$ cat src/rtl/instr_pkg.sv
// Shared types and constants for the multi-cycle instruction sequencer.
// Holds the state encoding, opcode fields and sign-extend helpers.
package instr_pkg;

  localparam int DW   = 16;
  localparam int RN_W = 3;

  typedef enum logic [2:0] {
    WAIT,
    DECODE,
    WR_IMM,
    GET_A,
    GET_B,
    EXEC,
    CMP_ST,
    WRITE_RD
  } state_e;

  typedef enum logic [2:0] {
    CLS_UNDEF,
    CLS_MOVI,
    CLS_MOVR,
    CLS_ARITH,
    CLS_CMP,
    CLS_MVN
  } cls_e;

  localparam logic [2:0] OPC_MOV = 3'b110;
  localparam logic [2:0] OPC_ALU = 3'b101;

  localparam logic [1:0] OP_MOVI = 2'b10;
  localparam logic [1:0] OP_MOVR = 2'b00;
  localparam logic [1:0] OP_ADD  = 2'b00;
  localparam logic [1:0] OP_CMP  = 2'b01;
  localparam logic [1:0] OP_AND  = 2'b10;
  localparam logic [1:0] OP_MVN  = 2'b11;

  localparam logic [1:0] VSEL_C   = 2'b00;
  localparam logic [1:0] VSEL_IMM = 2'b10;

  function automatic logic [DW-1:0] sext8(input logic [7:0] v);
    return {{(DW-8){v[7]}}, v};
  endfunction

  function automatic logic [DW-1:0] sext5(input logic [4:0] v);
    return {{(DW-5){v[4]}}, v};
  endfunction

endpackage

$ cat src/rtl/instr_sequencer_if.sv
// Instruction-in / datapath-strobe-out bundle of the sequencer.
// The sequencer is the slave; whoever feeds instructions is the master.
interface instr_sequencer_if;
  import instr_pkg::*;

  logic            s;
  logic            load;
  logic [DW-1:0]   in;
  logic            w;
  logic [RN_W-1:0] nsel_num;
  logic            write;
  logic [1:0]      vsel;
  logic            loada;
  logic            loadb;
  logic            loadc;
  logic            loads;
  logic            asel;
  logic            bsel;
  logic [1:0]      shift;
  logic [1:0]      ALUop;
  logic [DW-1:0]   sximm8;
  logic [DW-1:0]   sximm5;

  modport master (
    output s, load, in,
    input  w, nsel_num, write, vsel,
    input  loada, loadb, loadc, loads,
    input  asel, bsel, shift, ALUop,
    input  sximm8, sximm5
  );

  modport slave (
    input  s, load, in,
    output w, nsel_num, write, vsel,
    output loada, loadb, loadc, loads,
    output asel, bsel, shift, ALUop,
    output sximm8, sximm5
  );

endinterface

$ cat src/rtl/instr_decoder.sv
// Pure combinational split of the instruction register into fields,
// instruction class and sign-extended immediates.
module instr_decoder
  import instr_pkg::*;
(
  input  logic [DW-1:0]   ir_i,
  output logic [RN_W-1:0] rn_o,
  output logic [RN_W-1:0] rd_o,
  output logic [RN_W-1:0] rm_o,
  output logic [1:0]      op_o,
  output logic [1:0]      sh_o,
  output cls_e            cls_o,
  output logic [DW-1:0]   sximm8_o,
  output logic [DW-1:0]   sximm5_o
);

  logic [2:0] opc;
  logic is_movi, is_movr, is_arith, is_cmp, is_mvn;

  assign opc      = ir_i[15:13];
  assign op_o     = ir_i[12:11];
  assign rn_o     = ir_i[10:8];
  assign rd_o     = ir_i[7:5];
  assign sh_o     = ir_i[4:3];
  assign rm_o     = ir_i[2:0];
  assign sximm8_o = sext8(ir_i[7:0]);
  assign sximm5_o = sext5(ir_i[4:0]);

  assign is_movi  = (opc == OPC_MOV) && (op_o == OP_MOVI);
  assign is_movr  = (opc == OPC_MOV) && (op_o == OP_MOVR);
  assign is_arith = (opc == OPC_ALU)
                 && ((op_o == OP_ADD) || (op_o == OP_AND));
  assign is_cmp   = (opc == OPC_ALU) && (op_o == OP_CMP);
  assign is_mvn   = (opc == OPC_ALU) && (op_o == OP_MVN);

  always_comb begin
    cls_o = CLS_UNDEF;
    unique case (1'b1)
      is_movi:  cls_o = CLS_MOVI;
      is_movr:  cls_o = CLS_MOVR;
      is_arith: cls_o = CLS_ARITH;
      is_cmp:   cls_o = CLS_CMP;
      is_mvn:   cls_o = CLS_MVN;
      default:  cls_o = CLS_UNDEF;
    endcase
  end

endmodule

$ cat src/rtl/instr_sequencer.sv
// Moore controller: holds IR and steps one instruction at a time
// through operand fetch, execute and writeback.
module instr_sequencer
  import instr_pkg::*;
(
  input  logic               clk,
  input  logic               reset,
  instr_sequencer_if.slave   bus
);

  state_e          state_q, state_d;
  logic [DW-1:0]   ir_q, ir_d;

  logic [RN_W-1:0] rn, rd, rm;
  logic [1:0]      op, sh;
  cls_e            cls;
  logic [DW-1:0]   sx8, sx5;

  logic [RN_W-1:0] nsel;
  logic [1:0]      vsel, alu_op;
  logic            wr, la, lb, lc, ls, asel, bsel;

  instr_decoder u_dec (
    .ir_i     (ir_q),
    .rn_o     (rn),
    .rd_o     (rd),
    .rm_o     (rm),
    .op_o     (op),
    .sh_o     (sh),
    .cls_o    (cls),
    .sximm8_o (sx8),
    .sximm5_o (sx5)
  );

  always_ff @(posedge clk) begin
    if (reset) begin
      state_q <= WAIT;
      ir_q    <= '0;
    end else begin
      state_q <= state_d;
      ir_q    <= ir_d;
    end
  end

  // IR only moves while idle, so it is stable for the whole instruction
  always_comb begin
    ir_d = ir_q;
    if (state_q == WAIT && bus.load) ir_d = bus.in;
  end

  always_comb begin
    state_d = state_q;
    unique case (state_q)
      WAIT:     if (bus.s) state_d = DECODE;
      DECODE: begin
        unique case (cls)
          CLS_MOVI:          state_d = WR_IMM;
          CLS_ARITH, CLS_CMP: state_d = GET_A;
          CLS_MOVR, CLS_MVN:  state_d = GET_B;
          default:           state_d = WAIT;
        endcase
      end
      WR_IMM:   state_d = WAIT;
      GET_A:    state_d = GET_B;
      GET_B:    state_d = (cls == CLS_CMP) ? CMP_ST : EXEC;
      EXEC:     state_d = WRITE_RD;
      CMP_ST:   state_d = WAIT;
      WRITE_RD: state_d = WAIT;
      default:  state_d = WAIT;
    endcase
  end

  always_comb begin
    nsel   = '0;
    vsel   = VSEL_C;
    alu_op = op;
    wr     = 1'b0;
    la     = 1'b0;
    lb     = 1'b0;
    lc     = 1'b0;
    ls     = 1'b0;
    asel   = 1'b0;
    bsel   = 1'b0;
    unique case (state_q)
      WR_IMM: begin
        nsel = rn;
        vsel = VSEL_IMM;
        wr   = 1'b1;
      end
      GET_A: begin
        nsel = rn;
        la   = 1'b1;
      end
      GET_B: begin
        nsel = rm;
        lb   = 1'b1;
      end
      EXEC: begin
        lc = 1'b1;
        if (cls == CLS_MOVR) begin
          asel   = 1'b1;
          alu_op = 2'b00;
        end
      end
      CMP_ST: begin
        alu_op = OP_CMP;
        ls     = 1'b1;
      end
      WRITE_RD: begin
        nsel = rd;
        wr   = 1'b1;
      end
      default: ;
    endcase
    // strobes are killed for the whole reset cycle, whatever the state
    if (reset) begin
      wr = 1'b0;
      la = 1'b0;
      lb = 1'b0;
      lc = 1'b0;
      ls = 1'b0;
    end
  end

  assign bus.w        = (state_q == WAIT);
  assign bus.nsel_num = nsel;
  assign bus.write    = wr;
  assign bus.vsel     = vsel;
  assign bus.loada    = la;
  assign bus.loadb    = lb;
  assign bus.loadc    = lc;
  assign bus.loads    = ls;
  assign bus.asel     = asel;
  assign bus.bsel     = bsel;
  assign bus.shift    = sh;
  assign bus.ALUop    = alu_op;
  assign bus.sximm8   = sx8;
  assign bus.sximm5   = sx5;

endmodule

$ cat src/flat_wrapper.sv
// flat-port wrapper written by rule: the top's interface ports become plain ports
module instr_sequencer_flat import instr_pkg::*;
  (clk, reset, bus_s, bus_load, bus_in, bus_w, bus_nsel_num, bus_write, bus_vsel, bus_loada, bus_loadb, bus_loadc, bus_loads, bus_asel, bus_bsel, bus_shift, bus_ALUop, bus_sximm8, bus_sximm5);
  instr_sequencer_if bus_i ();
  input  logic clk;
  input  logic reset;
  input wire logic [$bits(bus_i.s)-1:0] bus_s;
  input wire logic [$bits(bus_i.load)-1:0] bus_load;
  input wire logic [$bits(bus_i.in)-1:0] bus_in;
  output wire logic [$bits(bus_i.w)-1:0] bus_w;
  output wire logic [$bits(bus_i.nsel_num)-1:0] bus_nsel_num;
  output wire logic [$bits(bus_i.write)-1:0] bus_write;
  output wire logic [$bits(bus_i.vsel)-1:0] bus_vsel;
  output wire logic [$bits(bus_i.loada)-1:0] bus_loada;
  output wire logic [$bits(bus_i.loadb)-1:0] bus_loadb;
  output wire logic [$bits(bus_i.loadc)-1:0] bus_loadc;
  output wire logic [$bits(bus_i.loads)-1:0] bus_loads;
  output wire logic [$bits(bus_i.asel)-1:0] bus_asel;
  output wire logic [$bits(bus_i.bsel)-1:0] bus_bsel;
  output wire logic [$bits(bus_i.shift)-1:0] bus_shift;
  output wire logic [$bits(bus_i.ALUop)-1:0] bus_ALUop;
  output wire logic [$bits(bus_i.sximm8)-1:0] bus_sximm8;
  output wire logic [$bits(bus_i.sximm5)-1:0] bus_sximm5;
  assign bus_i.s = bus_s;
  assign bus_i.load = bus_load;
  assign bus_i.in = bus_in;
  assign bus_w = bus_i.w;
  assign bus_nsel_num = bus_i.nsel_num;
  assign bus_write = bus_i.write;
  assign bus_vsel = bus_i.vsel;
  assign bus_loada = bus_i.loada;
  assign bus_loadb = bus_i.loadb;
  assign bus_loadc = bus_i.loadc;
  assign bus_loads = bus_i.loads;
  assign bus_asel = bus_i.asel;
  assign bus_bsel = bus_i.bsel;
  assign bus_shift = bus_i.shift;
  assign bus_ALUop = bus_i.ALUop;
  assign bus_sximm8 = bus_i.sximm8;
  assign bus_sximm5 = bus_i.sximm5;
  instr_sequencer u_core (.clk(clk), .reset(reset), .bus(bus_i));
endmodule
$ cat config.mk
export PLATFORM = sky130hd
export DESIGN_NAME = instr_sequencer_flat
export DESIGN_NICKNAME = d
export VERILOG_FILES = /design/src/rtl/instr_pkg.sv /design/src/rtl/instr_sequencer_if.sv /design/src/rtl/instr_decoder.sv /design/src/rtl/instr_sequencer.sv /design/src/flat_wrapper.sv
export SDC_FILE = /design/constraint.sdc
export NUM_CORES = 1
export LEC_CHECK = 0
export CAP_MARGIN = 20
export CELL_PAD_IN_SITES_DETAIL_PLACEMENT = 1
export CELL_PAD_IN_SITES_GLOBAL_PLACEMENT = 1
export CORE_MARGIN = 5
export CORE_UTILIZATION = 23
export DETAILED_ROUTE_END_ITERATION = 12
export GPL_TIMING_DRIVEN = 0
export PLACE_DENSITY_LB_ADDON = 0.1
export SETUP_SLACK_MARGIN = 0.1
export SLEW_MARGIN = 30
export SYNTH_ARGS = -nofsm -noshare
export SYNTH_HDL_FRONTEND = slang
export SYNTH_SLANG_ARGS = --single-unit
$ cat constraint.sdc
create_clock -name clk -period 1.33 [get_ports clk]
set_input_delay 0.133 -clock clk [delete_from_list [all_inputs] [get_ports clk]]
set_output_delay 0.133 -clock clk [all_outputs]
set_load 0.03 [all_outputs]
## After elaboration in Yosys (flattened, before gate mapping)

Cells that the tools add are included.

| cells by class | value |
|---|---|
| add/sub/neg operators | 0 |
| multiply operators | 0 |
| divide/modulo/power cells | 0 |
| $lt $le $gt $ge | 0 |
| equal/unequal tests | 18 |
| shift operators | 0 |
| muxes and demuxes | 21 |
| bitwise operators | 0 |
| reductions and logical operators | 14 |

Operators with widths:

| cell | number |
|---|---|
| $eq 3x3->1 const B | 8 |
| $pmux 3 s3 | 2 |
| $pmux 3 s6 | 1 |
| $pmux 3 s5 | 1 |
| $eq 3x2->1 const B | 4 |
| $mux 1 | 12 |
| $reduce_or 2->1 | 4 |
| $eq 3x1->1 const B | 2 |
| $logic_and 1x1->1 | 6 |
| $mux 2 | 3 |
| $eq 2x2->1 const B | 2 |
| $pmux 2 s2 | 1 |
| $logic_not 3->1 | 1 |
| $mux 3 | 1 |
| $reduce_or 3->1 | 1 |
| $eq 2x1->1 const B | 1 |
| $logic_not 2->1 | 1 |
| $ne 2x2->1 const B | 1 |
| $logic_or 1x1->1 | 1 |

| storage, ports and cells | value |
|---|---|
| register bits | 19 |
| bits in latches | 0 |
| RAM bits | 0 |
| memory bits (read-only) | 0 |
| output and inout bits | 49 |
| word-level logic and storage cells | 55 |
| memories | 0 |

## Logic depth before layout (Yosys ltp)

| logic depth | value |
|---|---|
| word-level depth | 8 |
| gate-level depth with buffers | 6 |
| mapped depth without buffers | 3 |

## Cells and area by module

A second synthesis with hierarchy kept.

| unflattened totals | value |
|---|---|
| cell total of the unflattened synthesis | 183 |
| area, all modules | 1367.6 um^2 |

By module, submodules not included:

| module | instances | cells each | area each (um^2) | seq. area each (um^2) |
|---|---|---|---|---|
| instr_sequencer | 1 | 128 | 954.7 | 380.4 |
| instr_decoder | 1 | 55 | 412.9 | 0.0 |

## Worst setup path before layout

OpenSTA, ideal clock, no wires.

| timing path | value |
|---|---|
| kind | reg2out |
| from | register u_core.state_q[1] |
| to | output bus_vsel[1] |
| arrival time | 1.463 ns |
| setup slack | -0.266 ns |
| cell stages (with the launch flop) | 3 |
| path buffers | 1 |
| cells stage by stage | dfxtp_1 -> clkbuf_1 -> nor3b_1 |

| on the way | value |
|---|---|
| longest elaborated chain between the ends | 2 |

Ends and longest elaborated chain:

| element | line | RTL |
|---|---|---|
| start: declaration | instr_sequencer.sv:11 | `state_e state_q, state_d;` |
| start signal: assignment | instr_sequencer.sv:40 | `state_q <= state_d;` |
| $eq 3x2->1 | instr_sequencer.sv:84 | `unique case (state_q)` |
| $mux 2 | instr_sequencer.sv:84 |  |
| end: declaration | flat_wrapper.sv:13 | `output wire logic [$bits(bus_i.vsel)-1:0] bus_vsel;` |

No other way between the ends.

## Worst setup path in the final report

| timing path | value |
|---|---|
| from | register u_core.state_q[0] |
| to | output bus_nsel_num[2] |

| on the way | value |
|---|---|
| longest elaborated chain between the ends | 3 |
| elaborated cells on any way between the ends | 6 |
| those cells by class | 4 x eq/ne; 1 x mux; 1 x reduce/logical |

Ends and longest elaborated chain:

| element | line | RTL |
|---|---|---|
| $eq 3x2->1 | instr_sequencer.sv:84 |  |
| $reduce_or 2->1 (no line) | - |  |
| $pmux 3 s3 * | instr_sequencer.sv:84 |  |
| end: declaration | flat_wrapper.sv:11 | `output wire logic [$bits(bus_i.nsel_num)-1:0] bus_nsel_num;` |

Every way passes the cells marked *; elsewhere a longest branch is shown, timed or not.

==> qor.txt <==
Skew-Pair Late Insertion Delay: 0.25 ns
Std cell rows: 26
WHS Endpoint: u_core.ir_q[0]
Sequential fraction of the synthesis area: 30.9%
Most common cell after layout, fill and taps aside: buf_4
Power per Cell Area: 676 nW/um^2
Ys Warns: 0
Yosys top cell area share: 30.9%
Largest cells by area after synthesis: dfxtp_1 31%, buf_4 22%, nand2_1 10%, a21oi_1 7.7%, a22o_1 4.3%
Post-synth EDFFs: 0
Layout cell share with drive strength beyond 1: 60.3%
Sw frac: 31.9%
Clk slew on worst S/H paths: 0.07 ns
R2R Setup Slk: -0.24 ns
Placed Area: 2030 sq um
Global-route wire length before repair: 7160 um
Starting Density: 23.8%
Diode count: 0
DR iter-0 viols: 36
Worst hold path cell count: 3
Logic pwr share: 36.0%
Syn avg cell area: 7.75 sq um
GRT Overall Usage: 12.3%
Root buffer cell: clkbuf_8
Area Overhead vs Synth: 94.5%
Initial antenna violation count: 0
Slew Viols, Final: 0
Synth Register Bits: 19
Final clock skew: 0.00193 ns
Number of vias after detailed routing: 1369
Final Cell Area: 2400 sq um
DRC: 0
Crit share post-route: 119%
Post-DRT Antenna Nets: 0
Ports: 69
Arrival @ worst endpoint: 1.44 ns
Cell leakage power: 1.09 nW
Number of global-route vias before repair: 1456
CP Class: register to output port
CTS tree: done
Final Hold Viols: 0
Non-Filler Instances: 322
Hold Path Class: input port to register
Post-route setup slack: -0.247 ns
Port buffer count: 66
Final wirelength: 4560 um
Critical Path Sink Type: output port
Psw: 0.000517 W
RSZ-0062 raised after global routing: true
Hold_buf cts: 0
Largest net degree at the start of global routing: 12
R2R depth: 6
Vias/cell: 4.25
Crit path launch type: register
Avg WL per Cell: 14.2 um
Drt first pass iters: 4
Internal Power: 0.00110 W
GRT overflow: 0
Synth async-reset ratio: 0%
Failing checks: setup timing
Mapped Cells: 159
Worst VDD drop: 0.303 mV
Nets: 273
Final HPWL from detailed placement: 3260 um
Num Clock Sinks: 19
Die area: 6920 sq um
Fin Setup TNS: -4.47 ns
FMAX: 0.634 GHz
Final Critical Period: 1.58 ns
Clock power share: 24.9%
Htree depth: 1
Crit path max fanout: 7
Register share of total power: 39.2%
Reg-to-Reg End: u_core.ir_q[1]
Ys flop type: dfxtp_1
Die height: 83.2 um
Outcome: finished, violations left
Finish-stage setup viols: 27
Worst endpoint required time: 1.20 ns
Reg2reg start: u_core.state_q[0]
Final GP Congestion: 0.693
Cts bufs inserted: 3
Mapped cell area: 1230 sq um
Most frequent cells in the layout: 56 x buf_4, 33 x nand2_1, 19 x clkdlybuf4s50_1, 18 x buf_6, 18 x a21oi_1
CTS max path bufs: 2
Die X: 83.2 um
Core area: 5170 sq um
DP Cell Count: 296
HP Start: bus_in[0]
Post-synthesis cell type count: 30
Max-cap violations: 0
Cell taking the most area after synthesis: dfxtp_1
## registers in the layout (all words and copies together), names as in the netlist
signal	count
u_core.ir_q	16
u_core.state_q	3
## power groups by stage
stage / registers, W / logic, W / clock network [W]
finish: 0.000635 / 0.000583 / 0.000403
global placement: 0.000650 / 0.000533 / 0
detailed placement: 0.000654 / 0.000543 / 0
CTS: 0.000634 / 0.000562 / 0.000417
floorplan: 0.000641 / 0.000332 / 0
global route: 0.000643 / 0.000623 / 0.000458
## cells in the mapped netlist, types with 2 or more instances
master,number
dfxtp_1,19
buf_2,3
buf_4,36
o21ai_0,3
nor2b_1,6
clkbuf_1,4
nand2_1,33
a22o_1,6
nand2b_1,2
nor3_1,3
nor2_1,4
a21oi_1,19
and4b_1,2
and2_1,2
buf_6,2
## logic make-up after synthesis
| group | synth area share (%) |
|---|---|
| compound gates | 16.7 |
| buf+inv | 26.5 |
| other cells | 0.304 |
| flops | 30.9 |
| simple gates | 25.7 |
## final cells by class
type                            instances  area (sq um)
Fill cell                             608          2780
Timing Repair Buffer                   88           786
Multi-Input combinational cell         95           689
Sequential cell                        19           407
Buffer                                 45           379
Tap cell                               70          87.6
Clock buffer                            4          45.0
Inverter                                1          3.75
## worst max-delay path: stages (launching register included)
cell	delay (ns)
dfxtp_4	0.35
buf_8	0.13
and2_4	0.14
a22o_1	0.19
a22o_4	0.25
buf_6	0.13
## stage by stage
| step | total power [W] | hold slack (ns) | setup WS, ns | utilization, % |
|---|---|---|---|---|
| floorplan | 0.000973 | 0.269 | -0.0955 | - |
| global placement | 0.00118 | 0.452 | -0.633 | 39.3 |
| detailed placement | 0.00120 | 0.458 | -0.621 | 39.3 |
| CTS | 0.00161 | 0.424 | -0.256 | 43.1 |
| global route | 0.00172 | 0.432 | -0.294 | 46.3 |
| finish | 0.00162 | 0.431 | -0.247 | 46.3 |
## per-layer routing
| layer | wire (um) | global-route usage [%] | up-vias |
|---|---|---|---|
| met1 | 1980 | 14.9 | 622 |
| met5 | 0 | 0 | - |
| met4 | 19 | 2.67 | 0 |
| met2 | 2300 | 21.5 | 54 |
| li1 | - | - | 691 |
| met3 | 265 | 3.56 | 2 |
## timing repair
item / 4_1_cts / 5_1_grt
setup buffers: 9 / 11
gates cloned: 0 / 2
setup endpoints to repair: 66 / 57
resized for setup: 218 / 71
pin swaps: 7 / 6
## worst max-delay path by stage
stage / start / end / slack, ns / depth (start not counted)
2_1_floorplan: u_core.state_q[2] / u_core.ir_q[10] / -0.1 / 6
3_3_place_gp: u_core.state_q[1] / bus_loadc / -0.63 / 4
3_5_place_dp: u_core.state_q[1] / bus_loadc / -0.62 / 4
4_1_cts: u_core.state_q[0] / bus_nsel_num[2] / -0.26 / 5
5_1_grt: u_core.state_q[0] / bus_nsel_num[2] / -0.29 / 5
6_report: u_core.state_q[0] / bus_nsel_num[2] / -0.25 / 5
(Power assumes the default switching activity.)
==> RTL change: new RTL, same settings <==
`DW`: 16 -> 18.
--- a/src/rtl/instr_pkg.sv
+++ b/src/rtl/instr_pkg.sv
@@ -2,7 +2,7 @@
 // Holds the state encoding, opcode fields and sign-extend helpers.
 package instr_pkg;
 
-  localparam int DW   = 16;
+  localparam int DW   = 18;
   localparam int RN_W = 3;
 
   typedef enum logic [2:0] {
Ports: changed (resized bus_in, bus_sximm5 and bus_sximm8); port bits go from 69 to 75. The function was not compared with the original's and may differ.
==> RTL change against the unedited design <==
The flow still finishes with violations (negative setup slack). Critical path type unchanged. Sequential cell count did not move. Clock skew decreased by 0.00067 ns. Power grew 8.9%. Core utilization up 4.2 points. Wire length increased by 12%. Design area increased by 14%. Critical path depth unchanged. Worst setup slack worse by 0.014 ns. Synthesized area up 2.4%.
==> RTL change: results (changes against the unedited design) <==
[outcome]
outcome=finished with violations
failed_checks=negative setup slack

[sta]
setup_slack_ns=-0.261  ; -0.0135 ns
whs_ns=0.426  ; -0.00518 ns
tns_ns=-4.57  ; -0.105 ns
finalMaxSlewViolations=0  ; unchanged
tightest_slew_ns=0.725
skew_ns=0.00126  ; -0.000665 ns
setup_viol=29  ; +7.4%

[placed_design]
hpwl_mm=3.21  ; -1.5%
dpl_worst_slack_ns=-0.663  ; -0.0424 ns
portBuffers=70  ; +6.1%
postPlaceCellArea_um2=2110  ; +3.6%
gp_congestion=0.701  ; +1.2%

[synthesis]
synth_area_leaders=dfxtp_1 30%, buf_4 24%, nand2_1 9.8%
ys_warn_count=0  ; unchanged
synth_compound_area_frac=0.163  ; -0.00396
yosysSeqAreaShare=0.301  ; -0.00734
synth-xor-area-share=0  ; unchanged
synth_common_cells=40 x buf_4, 33 x nand2_1, 19 x a21oi_1, 19 x dfxtp_1
muxShareOfSynthArea=0  ; unchanged

[setup_path]
crit_fanout=7  ; unchanged
r2r_cells=6  ; unchanged
startpoint=u_core.state_q[0]
crit_family=compound AO/OA/AOI/OAI gates
reg2reg_slack_ns=-0.22  ; +0.02 ns
cp.depth=5  ; unchanged
critPathCapture=bus_nsel_num[2]

[routing]
dr_total_vias=1487  ; +8.6%
top_layer_used=met4
dr_wl_met3_um=234  ; -12%
first_iter_violations=34  ; -5.6%
wl_met2_mm=2.53  ; +10%
totalWireLength_mm=5.10  ; +12%
wl_met1_mm=2.32  ; +17%

[power_and_ir_drop]
p_clk_frac=0.234  ; -0.015
p_seq_frac=0.363  ; -0.029
leakagePower_nw=1.32  ; +21%
ir_drop_uv=456  ; +50%
internal-power_w=0.00116  ; +5.5%

[global_route]
antenna_found_initial=0  ; unchanged
use_met2=0.198  ; -0.0170
grt_pass1_wl_mm=7.23  ; +0.96%
gr-usage-met3=0.0247  ; -0.0110
track_usage=0.123  ; -0.000292
grt_start_max_net_pins=13  ; +1
grt_use_met1=0.167  ; +0.0177
first_global_vias=1394  ; -4.3%

[layout]
drive_gt1_frac=0.748  ; +0.145
nNetsFinal=297  ; +8.8%
fillerInstances=644  ; +5.9%
antenna_cells=0  ; unchanged
top_regs=u_core.ir_q x16, u_core.state_q x3

[clock_network]
cts_made_buffers=3  ; unchanged
cts_root_buf=clkbuf_8
clockBufferDepth=2  ; unchanged
cts_max_level=1  ; unchanged

[hold_path]
worstHoldEndpoint=u_core.ir_q[13]
hold_start=bus_in[13]

==> RTL change: cells by family after synthesis <==
family / Yosys count
flip-flops: 19
buffers and inverters: 50
other: 1
AO/OA/AOI/OAI: 33
AND/OR/NAND/NOR: 60
==> RTL change: what timing repair did <==
| item | in CTS | in global routing |
|---|---|---|
| gates resized for setup | 263 | 121 |
| pin swaps | 5 | 33 |
| buffers inserted | 13 | 22 |
| endpoints found under the setup margin | 70 | 51 |
| hold endpoints to repair | 0 | 0 |
| gates cloned | 0 | 2 |
==> RTL change: cell type report <==
class	instances	area, um2	area share
Timing Repair Buffer	107	936	0.342
Multi-Input combinational cell	95	851	0.311
Sequential cell	19	415	0.152
Buffer	48	392	0.143
Tap cell	72	90.1	0.0330
Clock buffer	4	45.0	0.0165
Inverter	1	3.75	0.00137
==> RTL change: per-stage QoR <==
stage,instances,power [W]
3_5_place_dp,306,0.00123
2_1_floorplan,164,0.000999
5_1_grt,346,0.00186
3_3_place_gp,306,0.00123
6_report,346,0.00177
4_1_cts,323,0.00166
